==> src/rtl/matrix_operand_loader.sv <==
// matrix_operand_loader: byte-serial loader for one 5x5 signed matrix plus a scalar, held behind a valid/ready output
//   clk, rst        rising-edge clock, synchronous active-high reset
//   clear           synchronous abort of the partial or held operand set
//   in_valid/in_ready/in_data    byte stream: 25 row-major elements, then the scalar
//   out_valid/out_ready          operand-set handshake toward the ALU stage
//   A_flat, scalar  assembled operands, element i at A_flat[i*ELEM_W +: ELEM_W]
//   load_count      bytes accepted in the current set (26 while holding)
module matrix_operand_loader #(
    parameter int ELEM_W  = 8,
    parameter int N_ELEMS = 25
) (
    input  logic                      clk,
    input  logic                      rst,
    input  logic                      clear,
    input  logic                      in_valid,
    input  logic [ELEM_W-1:0]         in_data,
    output logic                      in_ready,
    output logic                      out_valid,
    input  logic                      out_ready,
    output logic [ELEM_W*N_ELEMS-1:0] A_flat,
    output logic [ELEM_W-1:0]         scalar,
    output logic [4:0]                load_count
);
    typedef enum logic {LOAD, HOLD} state_t;
    state_t state;
    assign in_ready  = state == LOAD;
    assign out_valid = state == HOLD;
    always_ff @(posedge clk) begin
        if (rst || clear) begin
            state      <= LOAD;
            load_count <= '0;
            A_flat     <= '0;
            scalar     <= '0;
        end else if (state == LOAD) begin
            if (in_valid) begin
                // the byte after the last matrix element is the scalar and completes the set
                if (load_count == 5'(N_ELEMS)) begin
                    scalar <= in_data;
                    state  <= HOLD;
                end else begin
                    A_flat[int'(load_count)*ELEM_W +: ELEM_W] <= in_data;
                end
                load_count <= load_count + 5'd1;
            end
        end else if (out_ready) begin
            // matrix and scalar are left in place and get overwritten byte by byte
            state      <= LOAD;
            load_count <= '0;
        end
    end
endmodule
==> config.mk <==
export PLATFORM = sky130hd
export DESIGN_NAME = matrix_operand_loader
export DESIGN_NICKNAME = d
export VERILOG_FILES = /design/src/rtl/matrix_operand_loader.sv
export SDC_FILE = /design/constraint.sdc
export NUM_CORES = 1
export LEC_CHECK = 0
export ABC_AREA = 0
export BUFFER_PORTS_ARGS = -buffer_cell sky130_fd_sc_hd__buf_4
export CAP_MARGIN = 20
export CORE_UTILIZATION = 31
export CTS_CLUSTER_SIZE = 30
export DETAILED_ROUTE_END_ITERATION = 10
export HOLD_SLACK_MARGIN = 0.06
export RECOVER_POWER = 25
export REMOVE_ABC_BUFFERS = 1
export SETUP_SLACK_MARGIN = 0.3
export SYNTH_ARGS = -nofsm -noshare
export SYNTH_HDL_FRONTEND = slang
export SYNTH_SLANG_ARGS = --single-unit
==> constraint.sdc <==
create_clock -name clk -period 2.8 [get_ports clk]
set_clock_uncertainty 0.05 [all_clocks]
set_input_delay 0.84 -clock clk [delete_from_list [all_inputs] [get_ports clk]]
set_output_delay 0.84 -clock clk [all_outputs]
set_load 0.005 [all_outputs]
==> impl_results.md, run 1 <==
* Vias per cell at 4.85
* Clock Path Buffers at 3
* Synth Cell Area at 0.00878 mm²
* Fin util at 42.5%
* DRT iter0 DRCs at 427
* Post-synthesis sequential area ratio at 48.8%
* Gate power share at 4.1%
* P_leak at 5.44 nW
* Power Internal at 4.94 mW
* Seq. cell area at 0.00428 mm²
* Max VDD drop at 0.000393 V
* End of the critical path: A_flat[4]$_SDFFE_PP0P_
* Post-Layout Inst Area at 0.0118 mm²
* Min-delay worst type: register to register
* Die area at 0.0290 mm²
* IO Port Bufs at 227
* Reg-to-Reg End: A_flat[4]$_SDFFE_PP0P_
* Worst setup SP type: register
* Ant diodes at 0
* Area of the multi-input gates at 0.00432 mm²
* Row Count at 61
* Slew Limit Fails at 0
* Die Span X at 170 µm
* Ports at 228
* Cells along the critical path: buf_4, nor4_1, nand2_1, o31a_1, a22o_1
* Hold Buf Count CTS at 0
* Syn_area_per_cell at 9.69 µm²
* Worst EP arrival at 2.79 ns
* Gpl congestion at 0.825
* Number of synthesized flops with an enable pin at 0
* Crit Path Class: register to register
* Slowest CP cell: o31a_1
* Layout cells sized above 1 at 28.0%
* Register share of total power at 47.8%
* R2r startpoint: load_count[2]$_SDFFE_PP0P_
* FILL cells at 2823
* Pwr dens at 540 mW/mm²
* FF-to-FF path depth at 5
* Minimum clock period at 2.43 ns
* Most common cell in the netlist: nand2_1
* Slew @ Worst Pin at 0.708 ns
* RSZ-0062 raised after global routing: true
* Area leader, netlist: dfxtp_1
* Delay-heaviest family, CP: simple AND/OR/NAND/NOR gates
* Critical path fanouts, max at 14
* Hold Vio Cnt, Final at 0
* Vias at 7433
* Vias in the first global route at 7204
* Core Region at 0.0278 mm²
* Setup violators final at 0
* Post-DP HPWL at 20200 µm
* Remaining DRCs at 0
* TritonCTS clock tree: yes
* Synth top cells by count: nand2_1, dfxtp_1, mux2i_1, clkbuf_1, nand3_1
* Crit-path max cell delay at 0.57 ns
* Initial core utilization at 31.6%
* WP depth at 5
* Wirelength, routed at 28400 µm
* Instance count of the mapped netlist at 906
* Worst setup EP type: register
* # H-tree levels at 1
* Largest cells by area after synthesis: dfxtp_1, mux2i_1, nand2_1
* Critical Path Start: load_count[2]$_SDFFE_PP0P_
* Total Nets Final at 1154
* #FFs+latches synth at 214
* Ys Warns at 0
* Die Y-Extent at 170 µm
* Routed len/inst at 18.5 µm
* Insertion delay to the later sink of the worst-skew pair at 0.52 ns
* Tot GR Track Use at 19.3%
* Final Cycle Share at 86.8%
* Post-synth cell types at 44
* DRT antenna net count at 0
* CP Buf/Inv Count at 1
* Max-cap viol count at 0
* Synth top area share at 48.8%
* Drt pass-1 iters at 5
* Synth-to-Final Area Change at 34.6%
* Clock power frac at 48.1%
* Slew HR at 52.4%
* R2r setup slk at 0.37 ns
* Clk root buf: clkbuf_16
* CTS buffer count at 24
* First-pass GRT wire length at 42800 µm
* NetSw at 1.44 mW
* Async set-reset flop share out of synthesis at 0%
* Clock sink total at 214
* Worst Path Required at 3.16 ns
* Max Clock Freq at 412 MHz
* Fin Setup TNS at 0 ns
* CTS clk-pin slew, worst paths at 0.07 ns
* Ys flop type: dfxtp_1
* Status: complete, no violations
* Hold Path Origin: A_flat[198]$_SDFFE_PP0P_
* Switching share of power at 22.6%
* Antenna violations before repair at 0
* Placed inst area at 0.0110 mm²
* Largest net degree at the start of global routing at 168
* Overflow after GRT at 0
==> layout by cell type (no fill, tap or decap), types with 3 or more instances in the layout <==
cell and n:
a211oi_4 4, a21oi_1 5, a22o_1 8, and2_1 3, and3_1 6, and3_2 3
buf_12 3, buf_4 160, clkbuf_1 34, clkbuf_16 25, clkbuf_4 76, clkbuf_8 7
clkinv_2 4, dfxtp_1 214, ha_1 4, inv_1 5, mux2i_1 201, nand2_1 256
nand2b_1 3, nand3_1 30, nand3_2 6, nand3_4 5, nand4_1 15, nor2_1 18
nor2b_1 5, nor3_1 5, nor3_2 4, o2111ai_2 5
==> power by group through the flow <==
stage / clock network [mW] / registers (mW) / logic [mW]
final: 3.07 / 3.05 / 0.260
after global routing: 3.27 / 3.05 / 0.278
after CTS: 3.14 / 3.05 / 0.256
after detailed placement: 0 / 3.12 / 0.249
after global placement: 0 / 3.12 / 0.249
after floorplan: 0 / 3.12 / 0.118
==> flip-flops by register name, summed over array words and instances, names as in the netlist <==
name / flops
scalar: 8
out_valid: 1
A_flat: 200
load_count: 5
==> per-stage QoR <==
step / power, mW / hold slack, ns / worst slack (ns) / instances
global route: 6.60 / 0.424 / 0.231 / 1533
finish: 6.38 / 0.409 / 0.370 / 1533
global placement: 3.37 / 0.394 / 0.160 / 1482
detailed placement: 3.37 / 0.398 / 0.125 / 1482
CTS: 6.44 / 0.411 / 0.227 / 1533
floorplan: 3.24 / 0.401 / -7.21 / 845
==> worst reg2reg max path: cells and delay by family, from the launching register on <==
family | cells | cell delay [ns]
buf+inv | 1 | 0.20
flops | 1 | 0.33
compound gates | 2 | 0.86
simple gates | 2 | 0.89
==> area by class of cell <==
type	instances	area share, %
repair buffers	266	16.4
flip-flops and latches	214	36.3
inverters	6	0.191
clock inverters	5	0.233
multi-input cells	625	36.6
clock buffers	39	6.33
well taps	378	4.00
==> routing by layer <==
metal / share of wire, % / global-route usage (%)
met1: 44 / 24.9
met2: 47 / 32.2
met3: 6.7 / 4.60
met4: 2.1 / 4.43
met5: 0 / 0
==> cell families after synthesis <==
group                      after synthesis  synth area share, %
and+or+nand+nor                        384                 20.2
adders and majority gates                4                0.570
muxes                                  201                 22.9
xor gates and xnor gates                 2                0.200
DFF                                    214                 48.8
buffers and inverters                   67                 3.11
AOI/OAI and AO/OA                       34                 4.22
==> worst min path at each step <==
stage / depth (start not counted) / slack (ns) / end
floorplan: 2 / 0.40 / A_flat[104]$_SDFFE_PP0P_
global placement: 2 / 0.39 / A_flat[112]$_SDFFE_PP0P_
detailed placement: 2 / 0.40 / A_flat[180]$_SDFFE_PP0P_
CTS: 2 / 0.41 / A_flat[198]$_SDFFE_PP0P_
global route: 2 / 0.42 / A_flat[178]$_SDFFE_PP0P_
finish: 2 / 0.41 / A_flat[198]$_SDFFE_PP0P_
==> timing repair <==
item,CTS,global route
setup buffers,7,0
resized for setup,11,12
endpoints found under the setup margin,156,171
pin swaps,3,2
No activity file was read; power rests on OpenSTA's default activity.
==> run 2: changes to the inputs <==
--- a/config.mk
+++ b/config.mk
@@ -6,15 +6,16 @@
 export NUM_CORES = 1
 export LEC_CHECK = 0
 export ABC_AREA = 0
-export BUFFER_PORTS_ARGS = -buffer_cell sky130_fd_sc_hd__buf_4
+export BUFFER_PORTS_ARGS = -buffer_cell sky130_fd_sc_hd__buf_2
 export CAP_MARGIN = 20
+export CORE_MARGIN = 5
 export CORE_UTILIZATION = 31
 export CTS_CLUSTER_SIZE = 30
 export DETAILED_ROUTE_END_ITERATION = 10
 export HOLD_SLACK_MARGIN = 0.06
 export RECOVER_POWER = 25
 export REMOVE_ABC_BUFFERS = 1
-export SETUP_SLACK_MARGIN = 0.3
+export SETUP_SLACK_MARGIN = 0.5
 export SYNTH_ARGS = -nofsm -noshare
 export SYNTH_HDL_FRONTEND = slang
 export SYNTH_SLANG_ARGS = --single-unit
==> run 2 against run 1 <==
Compared with the run above:
- first-iteration DRC count decreased by 0.94%
- critical path depth decreased by 3
- setup slack got worse by 0.012 ns
- clock-buffer cell count decreased by 5
- register-to-register slack improved by 0.03 ns
- sequential cell count unchanged
- utilization decreased by 0.75 points
- via count decreased by 0.27%
- highest routed layer is now met5
==> impl_results.md, run 2 (same netlist as run 1, synthesis figures left out) <==
* Status: complete, no violations
* Die area at 0.0318 mm² (+9.6%)
* Largest registers: A_flat (200), scalar (8), load_count (5)
* Vias at 7413 (-0.27%)
* Reg with most FFs: A_flat
* R2r setup slk at 0.40 ns (+0.03 ns)
* Largest register FFs at 200 (unchanged)
* Hold path endpoint: A_flat[27]$_SDFFE_PP0P_
* Cells along the critical path: clkbuf_2, buf_2
* Slew Limit Fails at 0 (unchanged)
* WP depth at 2 (-3)
* Clk root buf: clkbuf_16
* Crit Path Class: register to primary output
* Die Span X at 178 µm (+4.7%)
* Antenna violations before repair at 1 (+1)
* Die Y-Extent at 178 µm (+4.7%)
* Initial core utilization at 31.5% (-0.087 points)
* Gpl congestion at 0.828 (+0.30%)
* Routed len/inst at 18.8 µm (+1.6%)
* FF-to-FF path depth at 6 (+1)
* Slowest CP cell: clkbuf_2
* Final hold slack at 0.405 ns (-0.00324 ns)
* Pwr dens at 562 mW/mm² (+4.1%)
* Crit-path max cell delay at 0.46 ns (-0.11 ns)
* Worst setup EP type: primary output
* Minimum clock period at 2.44 ns (+0.0118 ns)
* Worst setup SP type: register
* Dpl ws at 0.125 ns (-0.000133 ns)
* Drt pass-1 iters at 5 (unchanged)
* Hold Path Origin: A_flat[27]$_SDFFE_PP0P_
* Layout cells sized above 1 at 26.8% (-1.2 points)
* CP Buf/Inv Count at 2 (+1)
* Fin Setup TNS at 0 ns (unchanged)
* Max-cap viol count at 0 (unchanged)
* Ant diodes at 0 (unchanged)
* Remaining DRCs at 0 (unchanged)
* Vias per cell at 4.79 (-1.1%)
* IO Port Bufs at 227 (unchanged)
* DRT iter0 DRCs at 423 (-0.94%)
* Fin util at 41.8% (-0.75 points)
* Most frequent cells in the layout: nand2_1, dfxtp_1, mux2i_1, buf_2, clkbuf_1
* Insertion delay to the later sink of the worst-skew pair at 0.52 ns (about the same)
* R2r startpoint: load_count[0]$_SDFFE_PP0P_
* # H-tree levels at 1 (unchanged)
* Total Nets Final at 1168 (+1.2%)
* Max VDD drop at 0.000284 V (-28%)
* Worst EP arrival at 1.55 ns (-1.24 ns)
* Ports at 228 (unchanged)
* Vias in the first global route at 7289 (+1.2%)
* Max Clock Freq at 410 MHz (-0.48%)
* Row Count at 61 (unchanged)
* Slew @ Worst Pin at 1.11 ns (+0.397 ns)
* Largest net degree at the start of global routing at 70 (-58%)
* CTS buffer count at 24 (unchanged)
* Tot GR Track Use at 17.7% (-1.6 points)
* Hold Vio Cnt, Final at 0 (unchanged)
* RSZ-0062 raised after global routing: true
* First-pass GRT wire length at 43800 µm (+2.3%)
* Synth-to-Final Area Change at 32.6%
* P_leak at 5.47 nW (+0.66%)
* Wirelength, routed at 29100 µm (+2.4%)
* DRT antenna net count at 0 (unchanged)
* Hold Buf Count CTS at 0 (unchanged)
* Slew HR at 26.3% (-26 points)
* TritonCTS clock tree: yes
* Final WS setup at 0.359 ns (-0.0118 ns)
* Critical path fanouts, max at 25 (+11)
* Min-delay worst type: register to register
* Clock sink total at 214 (unchanged)
* Delay-heaviest family, CP: buffers and inverters
* Setup violators final at 0 (unchanged)
* Post-DP HPWL at 20700 µm (+2.7%)
* Commonest non-fill, non-tap cell in the layout: nand2_1
* Worst Path Required at 1.91 ns (-1.25 ns)
* Clock Path Buffers at 3 (unchanged)
* Hold Path Depth at 2 (unchanged)
* CTS clk-pin slew, worst paths at 0.06 ns (about the same)
* Overflow after GRT at 0 (unchanged)
* Critical Path Start: load_count[0]$_SDFFE_PP0P_
* Final Cycle Share at 87.2% (+0.42 points)
* Reg-to-Reg End: A_flat[151]$_SDFFE_PP0P_
* Core Region at 0.0279 mm² (+0.28%)
-- run 2: cell types whose count changed in the layout (fill, tap and decap cells not counted), sizes merged --
cell    change
clkinv      +2
bufinv      +2
buf        +54
clkbuf     -45
-- run 2: layout make-up --
| cell class | count | area (µm²) |
|---|---|---|
| Clock buffer | 34 | 709 |
| Clock inverter | 9 | 101 |
| Fill cell | 2768 | 16200 |
| Inverter | 6 | 25.0 |
| Multi-Input combinational cell | 625 | 4490 |
| Sequential cell | 214 | 4290 |
| Tap cell | 378 | 473 |
| Timing Repair Buffer | 280 | 1550 |
-- run 2: how the worst max path moves through the flow --
| stage | end | slack (ns) |
|---|---|---|
| after floorplan | A_flat[0]$_SDFFE_PP0P_ | -7.21 |
| after global placement | A_flat[83]$_SDFFE_PP0P_ | 0.21 |
| after detailed placement | A_flat[81]$_SDFFE_PP0P_ | 0.12 |
| after CTS | A_flat[176]$_SDFFE_PP0P_ | 0.49 |
| after global routing | A_flat[148]$_SDFFE_PP0P_ | 0.29 |
| final | load_count[0] | 0.36 |
-- run 2: metrics by stage --
stage               total power, mW  cells  area, µm²
finish                         6.54   1546      11600
global route                   6.76   1546      11600
CTS                            6.61   1545      11700
detailed placement             3.37   1489      10500
global placement               3.37   1489      10500
floorplan                      3.24    845       8530
-- run 2: per-layer routing --
layer,track usage (%),wire length [µm],part of all wire [%]
met5,0,11,0.038
met4,3.26,390,1.3
met3,4.79,2260,7.7
met2,28.9,13500,47
met1,23.7,12900,44
-- run 2: where the power goes --
group          leakage [nW]  internal (mW)  switching (mW)  total, mW
clock                 0.401           1.94            1.25       3.20
combinational          3.35         0.0822           0.208      0.290
sequential             1.73           3.05         0.00292       3.05
-- run 2: what timing repair did --
item | 4_1_cts | 5_1_grt
endpoints found under the setup margin | 195 | 110
gates resized for setup | 49 | 12
setup buffers | 13 | 1
pin swaps | 10 | 8
-- run 2: worst min-delay path, stage by stage (launching register included) --
cell and delay (ns):
dfxtp_1 0.30, nand2_1 0.05, mux2i_1 0.05
